`config.mk`:
```
export PLATFORM = sky130hd
export DESIGN_NAME = mat4_mac_sequencer
export DESIGN_NICKNAME = d
export VERILOG_FILES = /design/src/rtl/mat4_mac_sequencer_pkg.sv /design/src/rtl/mac_unit.sv /design/src/rtl/twos_neg.sv /design/src/rtl/mat4_mac_sequencer.sv
export SDC_FILE = /design/constraint.sdc
export NUM_CORES = 1
export LEC_CHECK = 0
export ABC_AREA = 1
export BUFFER_PORTS_ARGS = -buffer_cell sky130_fd_sc_hd__buf_2
export CELL_PAD_IN_SITES_DETAIL_PLACEMENT = 1
export CELL_PAD_IN_SITES_GLOBAL_PLACEMENT = 1
export CORE_MARGIN = 4
export CORE_UTILIZATION = 46
export CTS_CLUSTER_DIAMETER = 80
export DETAILED_ROUTE_END_ITERATION = 8
export PLACE_DENSITY = 0.75
export SLEW_MARGIN = 15
export SYNTH_ARGS = -nofsm -noshare
export SYNTH_HDL_FRONTEND = slang
export SYNTH_SLANG_ARGS = --single-unit
```
`constraint.sdc`:
```
create_clock -name clk -period 6.05 [get_ports clk]
set_input_delay 0.605 -clock clk [delete_from_list [all_inputs] [get_ports clk]]
set_output_delay 0.605 -clock clk [all_outputs]
set_load 0.05 [all_outputs]
```
`src/rtl/mat4_mac_sequencer_pkg.sv`:
```
// rtl/mat4_mac_sequencer_pkg.sv - shared constants and state encoding for the 4x4 matrix multiplier
package mat4_mac_sequencer_pkg;

    typedef enum logic [1:0] {
        ST_IDLE = 2'd0,
        ST_LOAD = 2'd1,
        ST_MAC  = 2'd2,
        ST_OUT  = 2'd3
    } state_t;

    localparam int MAT_DIM     = 4;
    localparam int MAT_ELEMS   = MAT_DIM * MAT_DIM;
    localparam int LOAD_ELEMS  = 2 * MAT_ELEMS;
    localparam int DIM_IDX_W   = $clog2(MAT_DIM);
    localparam int ELEM_IDX_W  = $clog2(MAT_ELEMS);
    localparam int LOAD_CNT_W  = $clog2(LOAD_ELEMS);

endpackage

```
`src/rtl/mac_unit.sv`:
```
// rtl/mac_unit.sv - signed multiply, sign-extend and accumulate for one dot-product step
module mac_unit #(
    parameter int Width    = 8,
    parameter int AccWidth = 2 * Width + 2
) (
    input  logic                       clk,
    input  logic                       rst_n,
    input  logic                       en,
    input  logic                       first,
    input  logic signed [Width-1:0]    a,
    input  logic signed [Width-1:0]    b,
    output logic signed [AccWidth-1:0] acc_next
);

    logic signed [2*Width-1:0]  prod;
    logic signed [AccWidth-1:0] prod_ext;
    logic signed [AccWidth-1:0] acc;

    assign prod     = a * b;
    assign prod_ext = AccWidth'(prod);
    // The first term of a dot product restarts the sum instead of adding to stale acc.
    assign acc_next = (first ? {AccWidth{1'b0}} : acc) + prod_ext;

    always_ff @(posedge clk or negedge rst_n) begin
        if (!rst_n) begin
            acc <= '0;
        end else if (en) begin
            acc <= acc_next;
        end
    end

endmodule

```
`src/rtl/twos_neg.sv`:
```
// rtl/twos_neg.sv - two's-complement negation of a Width-bit value
module twos_neg #(
    parameter int Width = 18
) (
    input  logic [Width-1:0] value,
    output logic [Width-1:0] result
);

    assign result = ~value + Width'(1);

endmodule

```
`src/rtl/mat4_mac_sequencer.sv`:
```
// rtl/mat4_mac_sequencer.sv - loads two 4x4 signed matrices and streams C=A*B (optionally negated)
module mat4_mac_sequencer
    import mat4_mac_sequencer_pkg::*;
#(
    parameter int Width    = 8,
    parameter int AccWidth = 2 * Width + 2
) (
    input  logic                       clk,
    input  logic                       rst_n,
    input  logic                       start,
    input  logic                       neg_en,
    input  logic                       in_valid,
    output logic                       in_ready,
    input  logic signed [Width-1:0]    in_data,
    output logic                       out_valid,
    input  logic                       out_ready,
    output logic signed [AccWidth-1:0] out_data,
    output logic                       busy,
    output logic                       done
);

    state_t                   state, state_nxt;
    logic [LOAD_CNT_W-1:0]    load_cnt;
    logic [DIM_IDX_W-1:0]     mac_k;
    logic [DIM_IDX_W-1:0]     row;
    logic [DIM_IDX_W-1:0]     col;
    logic                     neg_lat;

    logic signed [Width-1:0]  a_bank [MAT_ELEMS];
    logic signed [Width-1:0]  b_bank [MAT_ELEMS];

    logic                     load_hs;
    logic                     out_hs;
    logic                     last_load;
    logic                     last_mac;
    logic                     last_elem;
    logic signed [Width-1:0]  a_op;
    logic signed [Width-1:0]  b_op;
    logic signed [AccWidth-1:0] acc_nxt;
    logic signed [AccWidth-1:0] acc_neg;

    assign in_ready  = (state == ST_LOAD);
    assign out_valid = (state == ST_OUT);
    assign busy      = (state != ST_IDLE);

    assign load_hs   = in_ready && in_valid;
    assign out_hs    = out_valid && out_ready;
    assign last_load = load_hs && (load_cnt == LOAD_CNT_W'(LOAD_ELEMS - 1));
    assign last_mac  = (state == ST_MAC) && (mac_k == DIM_IDX_W'(MAT_DIM - 1));
    assign last_elem = ({row, col} == ELEM_IDX_W'(MAT_ELEMS - 1));

    always_ff @(posedge clk or negedge rst_n) begin
        if (!rst_n) begin
            state <= ST_IDLE;
        end else begin
            state <= state_nxt;
        end
    end

    always_comb begin
        state_nxt = state;
        case (state)
            ST_IDLE: if (start)     state_nxt = ST_LOAD;
            ST_LOAD: if (last_load) state_nxt = ST_MAC;
            ST_MAC:  if (last_mac)  state_nxt = ST_OUT;
            ST_OUT:  if (out_ready) state_nxt = last_elem ? ST_IDLE : ST_MAC;
            default:                state_nxt = ST_IDLE;
        endcase
    end

    always_ff @(posedge clk or negedge rst_n) begin
        if (!rst_n) begin
            load_cnt <= '0;
            mac_k    <= '0;
            row      <= '0;
            col      <= '0;
            neg_lat  <= 1'b0;
            out_data <= '0;
            done     <= 1'b0;
        end else begin
            done <= out_hs && last_elem;
            if ((state == ST_IDLE) && start) begin
                neg_lat  <= neg_en;
                load_cnt <= '0;
                mac_k    <= '0;
                row      <= '0;
                col      <= '0;
            end
            if (load_hs) begin
                load_cnt <= load_cnt + LOAD_CNT_W'(1);
            end
            if (state == ST_MAC) begin
                mac_k <= mac_k + DIM_IDX_W'(1);
            end
            // The final sum is captured straight from the adder so OUT sees it one cycle after k=3.
            if (last_mac) begin
                out_data <= neg_lat ? acc_neg : acc_nxt;
            end
            if (out_hs) begin
                {row, col} <= {row, col} + ELEM_IDX_W'(1);
            end
        end
    end

    // Matrix banks are deliberately left out of reset; every job reloads them fully.
    always_ff @(posedge clk) begin
        if (load_hs) begin
            if (!load_cnt[LOAD_CNT_W-1]) begin
                a_bank[load_cnt[ELEM_IDX_W-1:0]] <= in_data;
            end else begin
                b_bank[load_cnt[ELEM_IDX_W-1:0]] <= in_data;
            end
        end
    end

    assign a_op = a_bank[{row, mac_k}];
    assign b_op = b_bank[{mac_k, col}];

    mac_unit #(
        .Width    (Width),
        .AccWidth (AccWidth)
    ) u_mac (
        .clk      (clk),
        .rst_n    (rst_n),
        .en       (state == ST_MAC),
        .first    (mac_k == '0),
        .a        (a_op),
        .b        (b_op),
        .acc_next (acc_nxt)
    );

    twos_neg #(
        .Width (AccWidth)
    ) u_neg (
        .value  (acc_nxt),
        .result (acc_neg)
    );

endmodule
```
After elaboration in Yosys (flattened, before gate mapping)
Memory sizes are Yosys's and may differ from the RTL's.
Cells that the tools add are included.
- logic and storage cells: 61
- RAM bits: 256
- output and inout bits: 22
- bits in registers: 51
- input bits: 14
- memories: 2
- $add $sub $neg: 5
- bitwise gates (word level): 1
- multipliers: 1
- multiplexer cells: 20
- reductions and logical operators: 13
- equal/unequal tests: 10
- memory list (memory ; words ; width ; rd ports ; clocked after Yosys merged registers in ; wr ports ; line ; RTL):
    a_bank ; 16 ; 8 ; 1 ; 0 ; 1 ; mat4_mac_sequencer.sv:29 ; logic signed [Width-1:0] a_bank [MAT_ELEMS];
    b_bank ; 16 ; 8 ; 1 ; 0 ; 1 ; mat4_mac_sequencer.sv:30 ; logic signed [Width-1:0] b_bank [MAT_ELEMS];
- operators by type and width (kind ; number):
    $mux W18 ; 2
    $add A18 B1 Y18 const B ; 1
    $add A18 B18 Y18 ; 1
    $mux W2 ; 9
    $not A18 Y18 ; 1
    $mul A8 B8 Y16 ; 1
    $mux W5 ; 2
    $pmux W2 S4 ; 1
    $reduce_bool A2 Y1 ; 4
    $eq A2 B2 Y1 const B ; 3
    $logic_and A1 B1 Y1 ; 6
    $mux W1 ; 6
    $add A5 B1 Y5 const B ; 1
    $eq A5 B5 Y1 const B ; 1
    $add A4 B1 Y4 const B ; 1
    $eq A4 B4 Y1 const B ; 1
    $logic_not A2 Y1 ; 2
    $ne A2 B1 Y1 const B ; 2
    $ne A2 B2 Y1 const B ; 2
    $reduce_and A4 Y1 ; 1
    $add A2 B1 Y2 const B ; 1
    $eq A2 B1 Y1 const B ; 1

Longest topological paths before layout
Gate-level depths: netlist (run 1).
- word-level depth: 6
- gate-level depth with buffers: 44
- mapped depth without buffers: 42

Cells and area by module
From an unflattened synthesis (run 1), not the netlist that was laid out.
- cells, all modules: 1988
- area, all modules: 17719.5 sq um
- by module, submodules not included (module ; area an instance (sq um) ; cells each ; sequential area each (sq um) ; times used):
    mat4_mac_sequencer ; 12896.1 ; 1299 ; 8513.2 ; 1
    mac_unit ; 4334.2 ; 601 ; 450.4 ; 1
    twos_neg ; 489.2 ; 88 ; 0.0 ; 1

Worst setup path after synthesis (run 1)
Ideal clock, no wire load.
- path type: register to register
- start: register col[0]
- end: register out_data[16]
- period minus slack after synthesis: 6.412 ns
- path buffers: 3
- setup time: 0.118 ns
- cell stages (with the launch flop): 40
- data required time: 5.932 ns
- setup slack: -0.362 ns
- arrival time: 6.294 ns
- cell sequence: dfrtp_1 buf_2 buf_2 clkbuf_1 o21ai_0 o21ai_0 o211ai_1 nand2_1 nand2_1 fa_1 fa_1 inv_1 fa_1 inv_1 fa_1 inv_1 ha_1 nand2_1 (+4 left out) nand2_1 a21oi_1 xnor2_1 ha_1 a21oi_1 o21ai_0 a21oi_1 nand3_1 nand2_1 nand2_1 nor2_1 nand3_1 nand2_1 nand2_1 nand2_1 nand2_1 nand2_1 nand2_1
- longest elaborated chain between the ends: 6
- RTL lines (what ; line ; RTL):
    from (decl) ; mat4_mac_sequencer.sv:26 ; logic [DIM_IDX_W-1:0] col;
    from (signal assigned) ; mat4_mac_sequencer.sv:100 ; {row, col} <= {row, col} + ELEM_IDX_W'(1);
    $mem_v2 Z16 W8 (*) ; n/a ;
    $mul A8 B8 Y16 (*) ; mac_unit.sv:19 ; assign prod = a * b;
    $add A18 B18 Y18 (*) ; mac_unit.sv:22 ; assign acc_next = (first ? {AccWidth{1'b0}} : acc) + prod_ext;
    $not A18 Y18 ; twos_neg.sv:9 ; assign result = ~value + Width'(1);
    $add A18 B1 Y18 ; twos_neg.sv:9 ;
    $mux W18 (*) ; mat4_mac_sequencer.sv:97 ; out_data <= neg_lat ? acc_neg : acc_nxt;
    to (signal assigned) ; mat4_mac_sequencer.sv:97 ;
    to (decl) ; mat4_mac_sequencer.sv:17 ; output logic signed [AccWidth-1:0] out_data,
Mark *: on every way between the ends. The rest lies on a longest branch, timed or not.
A chain may end at the register's enable or synchronous reset.

Worst setup path in the final report (run 1)
- start: register mac_k[0]
- end: register out_data[17]
- longest elaborated chain between the ends: 6
- elaborated cells on any way between the ends: 11
- those cells by class: add/sub: 2; mul: 1; eq/ne: 1; mux: 2; bitwise: 1; reduce/logical: 2; memory: 2
- RTL lines (what ; line ; RTL):
    from (decl) ; mat4_mac_sequencer.sv:24 ; logic [DIM_IDX_W-1:0] mac_k;
    from (signal assigned) ; mat4_mac_sequencer.sv:93 ; mac_k <= mac_k + DIM_IDX_W'(1);
    $mem_v2 Z16 W8, or another cell as far along ; n/a ;
    $mul A8 B8 Y16 / $mux W18 (equally long branches) ; mac_unit.sv:19, mac_unit.sv:22 ;
    $add A18 B18 Y18 ; mac_unit.sv:22 ;
    $not A18 Y18 ; twos_neg.sv:9 ;
    $add A18 B1 Y18 ; twos_neg.sv:9 ;
    $mux W18 ; mat4_mac_sequencer.sv:97 ;
Parallel ways exist; a longest one is shown, timed or not.

==> results.json, run 1 <==
{
  "status": "finished, violations left",
  "violations": "negative setup slack",
  "end_kind": "register",
  "crit_buf_inv": 11,
  "antenna_found_initial": 1,
  "yosysWarnings": 0,
  "drc_errors": 0,
  "io_pins": 36,
  "die-height_microns": 198,
  "synth.top_cell.area_share_pct": 46.5,
  "syn_area_sq_um": 16500,
  "finalHoldWorstSlack_ns": 0.200,
  "ctsLongestPathBuffers": 3,
  "syn_to_final_growth_pct": 30.2,
  "gp_congestion": 0.873,
  "cts_buffers": 34,
  "first_iter_violations": 898,
  "routedWlPerCell_microns": 22.8,
  "required_ns": 6.45,
  "vias_per_cell": 5.56,
  "cp-start-kind": "register",
  "critPathSlowestCell": "fa_1",
  "dieArea_sq_um": 39000,
  "setup_viol": 21,
  "start_util_pct": 46.6,
  "cts_root_buf": "clkbuf_16",
  "io_buffers": 35,
  "critPathMostFrequentCell": "nand3_1",
  "final_nets": 2003,
  "grt_pass1_wl_microns": 79200,
  "grt_pass1_vias": 14400,
  "timing.final.max_slew_violations": 0,
  "drtPass1Iterations": 4,
  "grt_setup_unrepaired": "true",
  "cpPeakStageDelay_ns": 0.59,
  "netlist_instances": 1636,
  "finalWorstSetupSlack_ns": -1.03,
  "hp-class": "input port to async pin",
  "period_needed_ns": 7.08,
  "crit_arrival_ns": 7.48,
  "syn_area_per_cell_sq_um": 10.1,
  "grt_max_degree": 52,
  "hold_viol": 0,
  "critPathTopFamily": "adder cells",
  "yosysSeqAreaShare_pct": 54.2,
  "syn-num-nets": 1762,
  "vias": 13100,
  "worstSetupPathType": "register to register",
  "min_period_over_period_pct": 117,
  "final_antenna_net_count": 0,
  "synth-edff-count": 256,
  "path_clk_slew_ns": 0.07,
  "clkLatencyLatePin_ns": 0.54,
  "critPathMaxFanout": 8,
  "wl_microns": 53800,
  "fill_cells": 3698,
  "clock-skew-final_ns": 0.0235,
  "fmax_ghz": 0.141,
  "synthArstFlopShare_pct": 16.6,
  "die_x_microns": 198,
  "worst_slew_pin_slew_ns": 1.21,
  "cts_tree": "built",
  "synth.distinct_cells": 43,
  "cts.sinks": 307,
  "place_hpwl_microns": 33200,
  "htreeDepth": 2,
  "ys.flop_type": "edfxtp_1",
  "drv_cap": 0,
  "synth_seq_cells": 307,
  "synth_top_area_cell": "edfxtp_1",
  "slew_headroom_pct": 19.3,
  "drive_gt1_share_pct": 29.8,
  "ys_top_cells_by_area": "edfxtp_1, dfrtp_1, fa_1",
  "core_area_sq_um": 35500,
  "num_rows": 69,
  "num_antenna_cells": 0,
  "grt-ovfl-total": 0,
  "grt_usage_pct": 26.0,
  "postCtsHoldBufs": 0,
  "tns_ns": -14.15
}
-- kinds of logic (layout without fill, tap and decap cells) --
kind of cell,count (synthesis),count (layout),synth area share [%]
AOI/OAI and AO/OA,301,301,10.6
buffers and inverters,317,580,7.31
adders and majority gates,112,112,11.0
muxes,32,32,1.94
xor gates and xnor gates,25,25,1.42
DFF,307,307,54.2
and+or+nand+nor,542,542,13.4
-- layout make-up --
| class | count | area, sq um | share of cell area (%) |
|---|---|---|---|
| repair buffers | 266 | 2360 | 11.0 |
| clock buffers | 41 | 887 | 4.12 |
| flip-flops and latches | 307 | 8970 | 41.7 |
| repair inverters | 1 | 11.3 | 0.0523 |
| inverters | 255 | 970 | 4.51 |
| multi-input cells | 1012 | 7560 | 35.1 |
| well taps | 461 | 577 | 2.68 |
| clock inverters | 17 | 184 | 0.855 |
-- cells in the mapped netlist, drive strengths merged (2+ instances only) --
cell type,instances
nand2,282
edfxtp,256
inv,253
nor2,156
o21ai,148
nand3,71
a21oi,63
fa,56
ha,56
dfrtp,51
clkbuf,49
o211ai,41
mux2i,32
o221ai,24
xnor2,15
nor3,14
buf,13
nand4,12
o22ai,10
xor2,10
nand3b,5
a21o,3
a31oi,2
clkinv,2
o21bai,2
o31ai,2
o32ai,2
-- sequential cells by signal, indices dropped and copies added, names as in the netlist, 2 cells and up --
name and cells:
a_bank 128, b_bank 128, col 2, load_cnt 5, mac_k 2, out_data 18, row 2, state 2
u_mac.acc 18
-- layer usage --
layer  part of all wire (%)  GRT usage [%]  vias up
li1                       -              -     6008
met1                     39           30.5     6692
met2                     54           49.2      310
met3                    3.8           2.98      120
met4                    3.2           8.59        2
met5                  0.026              0        -
-- cell usage in the layout, fill, tap and decap left out, drive strengths merged --
master    synthesis  layout
a31oi             2       2
nand3            71      71
nor3             14      14
clkinv            2      13
a22o              1       1
xnor2            15      15
dfrtp            51      51
xor2             10      10
inv             253     256
o211ai           41      41
buf              13     264
bufinv            0       3
mux2i            32      32
o32ai             2       2
o22ai            10      10
a21o              3       3
a21boi            1       1
edfxtp          256     256
a211oi            1       1
o221ai           24      24
o21bai            2       2
or2               1       1
nand4            12      12
nand3b            5       5
clkinvlp          0       1
o21ai           148     148
o21a              1       1
and2              1       1
nand2           282     282
ha               56      56
nor2            156     156
a21oi            63      63
o31ai             2       2
clkbuf           49      43
fa               56      56
-- final timing paths --
path,from,to,slack [ns],cells after the start
max in group asynchronous,rst_n,col[0]$_DFFE_PN0P_,5.19,2
min reg2reg,out_data[17]$_DFFE_PN0P_,out_data[17]$_DFFE_PN0P_,0.47,2
min,rst_n,u_mac.acc[12]$_DFFE_PN0P_,0.20,2
max,mac_k[0]$_DFFE_PN0P_,out_data[17]$_DFFE_PN0P_,-1.03,37
min in group clk,neg_en,neg_lat$_DFFE_PN0P_,0.33,3
max reg2reg,mac_k[0]$_DFFE_PN0P_,out_data[17]$_DFFE_PN0P_,-1.03,37
-- through the flow --
step	std cells	utilization (%)	area (sq um)	worst slack, ns
after detailed placement	2222	51.9	18400	-1.25
after global routing	2360	60.6	21500	-1.31
after global placement	2222	51.9	18400	-1.00
final	2360	60.6	21500	-1.03
after CTS	2333	58.5	20800	-0.760
after floorplan	1636	-	16700	0.00160
-- repair_timing --
item,CTS,global route
gates cloned,4,2
resized for setup,241,120
pin swaps,142,121
buffers inserted,49,26
setup endpoints to repair,21,23
Power of run 1 is not shown: default switching activity piles up to over one toggle a cycle in this logic, so the estimate is an artifact.
==> run 2, diff against run 1 <==
Settings changed: HOLD_SLACK_MARGIN from default to 0.06, SLEW_MARGIN 15 to 0.
Clock period 6.05 ns to 6.1 ns, I/O delays scaled along.
==> run 2 against run 1 <==
The flow still finishes with violations (negative setup slack). Clock skew is 0.010 ns higher. Critical path depth is 3 higher. Via count is 13% higher. Die area stayed put. First-iteration DRC count is 57% higher. Non-clock buffer count is 64 higher. Final cell count is 2.9% higher. Clock-buffer cell count is 10 higher. Register-to-register slack worse by 0.49 ns. Core utilization is 3.8 points higher. Critical endpoint is now out_data[16]$_DFFE_PN0P_. Highest routed layer is now met4.
==> results.json, run 2 (synthesis gave the netlist of run 1 again) <==
{
  "die-height_microns": 198,
  "cts.sinks": 307,
  "r2r_slack_ns": -1.52,
  "finalHoldWorstSlack_ns": 0.181,
  "end_kind": "register",
  "final_cell_count_no_fill": 2429,
  "ctsLongestPathBuffers": 3,
  "vias": 14800,
  "antenna_found_initial": 0,
  "vias_per_cell": 6.11,
  "hold_viol": 0,
  "setup_viol": 23,
  "grt-ovfl-total": 0,
  "fill_cells": 3582,
  "critPathMostFrequentCell": "nand2_1",
  "grt_max_degree": 52,
  "setup.worst_path.start": "col[0]$_DFFE_PN0P_",
  "drtPass1Iterations": 5,
  "grt_usage_pct": 28.8,
  "crit_end": "out_data[16]$_DFFE_PN0P_",
  "place_hpwl_microns": 33300,
  "grt_pass1_vias": 15100,
  "worstSetupPathType": "register to register",
  "drv_cap": 0,
  "grt_setup_unrepaired": "true",
  "hp-class": "input port to async pin",
  "path_clk_slew_ns": 0.07,
  "critPathSlowestCell": "fa_1",
  "most-common-layout-cells": "edfxtp_1, inv_1, nand2_1",
  "start_util_pct": 46.6,
  "die_x_microns": 198,
  "htreeDepth": 2,
  "cpPeakStageDelay_ns": 0.58,
  "required_ns": 6.56,
  "syn_to_final_growth_pct": 38.4,
  "drc_errors": 0,
  "cp-start-kind": "register",
  "gp_congestion": 0.862,
  "postPlaceCellArea_sq_um": 18500,
  "dpl.cell_count": 2231,
  "min_period_over_period_pct": 125,
  "cts_root_buf": "clkbuf_16",
  "io_buffers": 35,
  "core_area_sq_um": 35500,
  "dieArea_sq_um": 39000,
  "cts_buffers": 35,
  "critPathMaxFanout": 8,
  "num_antenna_cells": 0,
  "crit_arrival_ns": 8.08,
  "worst_slew_pin_slew_ns": 1.43,
  "routedWlPerCell_microns": 28.9,
  "final_nets": 2067,
  "clkLatencyLatePin_ns": 0.58,
  "violations": "negative setup slack",
  "final_common_cell": "edfxtp_1",
  "period_needed_ns": 7.62,
  "r2r_end": "out_data[16]$_DFFE_PN0P_",
  "first_iter_violations": 1409,
  "fmax_ghz": 0.131,
  "stdcell_area_sq_um": 22900,
  "wl_microns": 70300,
  "regToRegStartpoint": "col[0]$_DFFE_PN0P_",
  "final_antenna_net_count": 0,
  "num_rows": 69,
  "drive_gt1_share_pct": 35.0,
  "slew_headroom_pct": 4.24,
  "finalWorstSetupSlack_ns": -1.52,
  "status": "finished, violations left",
  "pre_cts_slack_ns": -1.11,
  "timing.final.max_slew_violations": 0,
  "postCtsHoldBufs": 0,
  "rr_worst_depth": 40,
  "cts_tree": "built",
  "io_pins": 36,
  "grt_pass1_wl_microns": 87100,
  "clock-skew-final_ns": 0.0337
}
[run 2: cell types whose count changed in the layout (fill, tap and decap cells not counted), moves of 8 or more]
cell     change
inv_2       +11
nand3_1      -8
inv_1       -13
nand3_2      +9
o21ai_0     -15
o21ai_2      +9
buf_4       +24
buf_6       +28
[run 2: critical path, delay by kind of cell (launching register included)]
| family | cells | cell delay (ns) |
|---|---|---|
| compound gates | 7 | 1.22 |
| simple gates | 15 | 1.66 |
| xor+xnor | 1 | 0.13 |
| buf+inv | 11 | 1.22 |
| flops | 1 | 0.57 |
| fa+ha+maj | 6 | 2.71 |
[run 2: through the flow]
stage	setup TNS [ns]	util (%)
after floorplan	0	-
after global placement	-9.27	52.0
after detailed placement	-13.08	52.0
after CTS	-9.15	60.8
after global routing	-27.89	64.5
final	-24.28	64.5
[run 2: layout make-up]
type / count / area (sq um) / area share (%)
clock buffer: 51 / 996 / 4.35
clock inverter: 13 / 231 / 1.01
inverter: 255 / 980 / 4.28
multi-input combinational: 1012 / 7920 / 34.6
sequential: 307 / 8970 / 39.2
tap: 461 / 577 / 2.52
timing repair buffer: 330 / 3210 / 14.0
[run 2: worst min-delay path by stage]
stage,startpoint,depth (start not counted),end,slack [ns]
6_report,rst_n,2,u_mac.acc[12]$_DFFE_PN0P_,0.18
5_1_grt,rst_n,2,u_mac.acc[12]$_DFFE_PN0P_,0.24
4_1_cts,rst_n,2,u_mac.acc[9]$_DFFE_PN0P_,0.23
3_5_place_dp,out_data[16]$_DFFE_PN0P_,2,out_data[16]$_DFFE_PN0P_,0.47
3_3_place_gp,out_data[15]$_DFFE_PN0P_,2,out_data[15]$_DFFE_PN0P_,0.46
2_1_floorplan,rst_n,0,col[0]$_DFFE_PN0P_,0.31
[run 2: what timing repair did]
action / 4_1_cts / 5_1_grt
pin swaps: 135 / 134
endpoints found under the hold margin: 0 / 0
endpoints found under the setup margin: 20 / 24
gates resized for setup: 291 / 209
buffers inserted: 63 / 63
cloned: 12 / 5
[run 2: routing by layer]
metal | GRT usage, % | wire, microns
met2 | 53.2 | 36700
met1 | 34.2 | 24400
met5 | 0 | 0
met3 | 4.67 | 4570
met4 | 9.41 | 4610
Power of run 2 is left out for the same reason.
==> run 3, diff against run 2 <==
Settings changed: TNS_END_PERCENT from default to 30.
==> run 3 against run 2 <==
The flow still finishes with violations (negative setup slack). Flip-flop and latch count did not move. Fmax up 3.1%. Critical path depth shrank 2. Highest routed layer is now met5. Hold slack gained 0.0047 ns. Design area shrank 5.5%. Worst setup slack better by 0.23 ns. Critical endpoint is now out_data[15]$_DFFE_PN0P_. Critical path type unchanged. First-iteration DRC count down 30%.
==> results.json, run 3 (synthesis gave the netlist of run 1 again) <==
{
  "cp-start-kind": "register",
  "antenna_found_initial": 2,
  "drc_errors": 0,
  "first_iter_violations": 989,
  "cts_buffers": 35,
  "worst_slew_pin_slew_ns": 1.13,
  "worstSetupPathType": "register to register",
  "slew_headroom_pct": 24.9,
  "grt_usage_pct": 26.5,
  "violations": "negative setup slack",
  "critPathMaxFanout": 8,
  "fmax_ghz": 0.135,
  "syn_to_final_growth_pct": 30.7,
  "setup_viol": 21,
  "grt_pass1_wl_microns": 80800,
  "hp-class": "input port to async pin",
  "vias": 13600,
  "io_buffers": 35,
  "routedWlPerCell_microns": 24.1,
  "start_util_pct": 46.6,
  "drive_gt1_share_pct": 30.0,
  "die_x_microns": 198,
  "crit_arrival_ns": 7.83,
  "critPathMostFrequentCell": "nand2_1",
  "io_pins": 36,
  "num_rows": 69,
  "grt_max_degree": 52,
  "cts_root_buf": "clkbuf_16",
  "timing.final.max_slew_violations": 0,
  "finalWorstSetupSlack_ns": -1.29,
  "most-common-layout-cells": "edfxtp_1, nand2_1, inv_1",
  "min_period_over_period_pct": 121,
  "cts.sinks": 307,
  "vias_per_cell": 5.73,
  "drtPass1Iterations": 5,
  "dieArea_sq_um": 39000,
  "clkLatencyLatePin_ns": 0.56,
  "core_area_sq_um": 35500,
  "status": "finished, violations left",
  "period_needed_ns": 7.39,
  "required_ns": 6.54,
  "cpPeakStageDelay_ns": 0.58,
  "hold_viol": 0,
  "htreeDepth": 2,
  "critPathSlowestCell": "dfrtp_4",
  "drv_cap": 0,
  "fill_cells": 3711,
  "finalHoldWorstSlack_ns": 0.186,
  "end_kind": "register",
  "grt_pass1_vias": 14500,
  "place_hpwl_microns": 33300,
  "die-height_microns": 198,
  "grt_setup_unrepaired": "true",
  "ctsLongestPathBuffers": 3,
  "final_common_cell": "edfxtp_1",
  "grt-ovfl-total": 0,
  "cts_tree": "built",
  "pre_cts_slack_ns": -1.11,
  "final_antenna_net_count": 0,
  "wl_microns": 57000,
  "gp_congestion": 0.862,
  "final_nets": 2000,
  "clock-skew-final_ns": 0.0265,
  "path_clk_slew_ns": 0.06
}
## run 3: changes by cell type in the layout (fill, tap and decap cells not counted), sizes merged
cell | before | now
buf | 323 | 260
clkinv | 7 | 6
diode | 0 | 1
inv | 254 | 255
clkbuf | 55 | 54
bufbuf | 3 | 0
## run 3: worst paths after layout
path	from	end	slack, ns	cells after the start
worst max register to register	col[0]$_DFFE_PN0P_	out_data[15]$_DFFE_PN0P_	-1.29	38
worst min-delay path	rst_n	u_mac.acc[12]$_DFFE_PN0P_	0.19	2
min in group clk	neg_en	neg_lat$_DFFE_PN0P_	0.27	3
worst max-delay path	col[0]$_DFFE_PN0P_	out_data[15]$_DFFE_PN0P_	-1.29	38
max in group asynchronous	rst_n	col[0]$_DFFE_PN0P_	5.22	2
worst min register to register	out_data[12]$_DFFE_PN0P_	out_data[12]$_DFFE_PN0P_	0.48	2
## run 3: timing repair
action | 4_1_cts | 5_1_grt
resized for setup | 171 | 178
buffers inserted | 33 | 28
endpoints found under the setup margin | 20 | 23
pin swaps | 83 | 137
cloned | 5 | 3
endpoints found under the hold margin | 0 | 0
hold buffers | 0 | 0
## run 3: worst max-delay path: cells and delay by family, from the launching register on
kind                     cells  cell delay, ns
buffers and inverters        8            0.82
AO/OA/AOI/OAI                7            1.18
adder cells (fa/ha/maj)      6            2.60
XOR/XNOR                     1            0.29
multiplexers                 1            0.15
AND/OR/NAND/NOR             15            1.61
flip-flops                   1            0.58
## run 3: final cells by class
type,instances,area [sq um],area share [%]
Multi-Input combinational cell,1012,7520,34.8
Tap cell,461,577,2.67
Clock buffer,51,996,4.61
Inverter,255,967,4.48
Antenna cell,1,2.50,0.0116
Timing Repair Buffer,263,2350,10.9
Clock inverter,13,231,1.07
Sequential cell,307,8970,41.5
## run 3: routing by layer
metal	wire, microns	track usage (%)	up-vias
met3	2710	3.70	154
met4	2220	9.54	2
met1	21700	32.0	6934
li1	-	-	6001
met5	7	0	-
met2	30400	48.4	459
## run 3: stage by stage
stage	area [sq um]	util, %	setup TNS (ns)	cells
2_1_floorplan	16600	-	0	1636
3_3_place_gp	18500	52.0	-9.27	2231
3_5_place_dp	18500	52.0	-13.08	2231
4_1_cts	20700	58.5	-9.26	2333
5_1_grt	21600	60.9	-24.20	2362
6_report	21600	60.9	-17.92	2363
Power of run 3 is left out for the same reason.
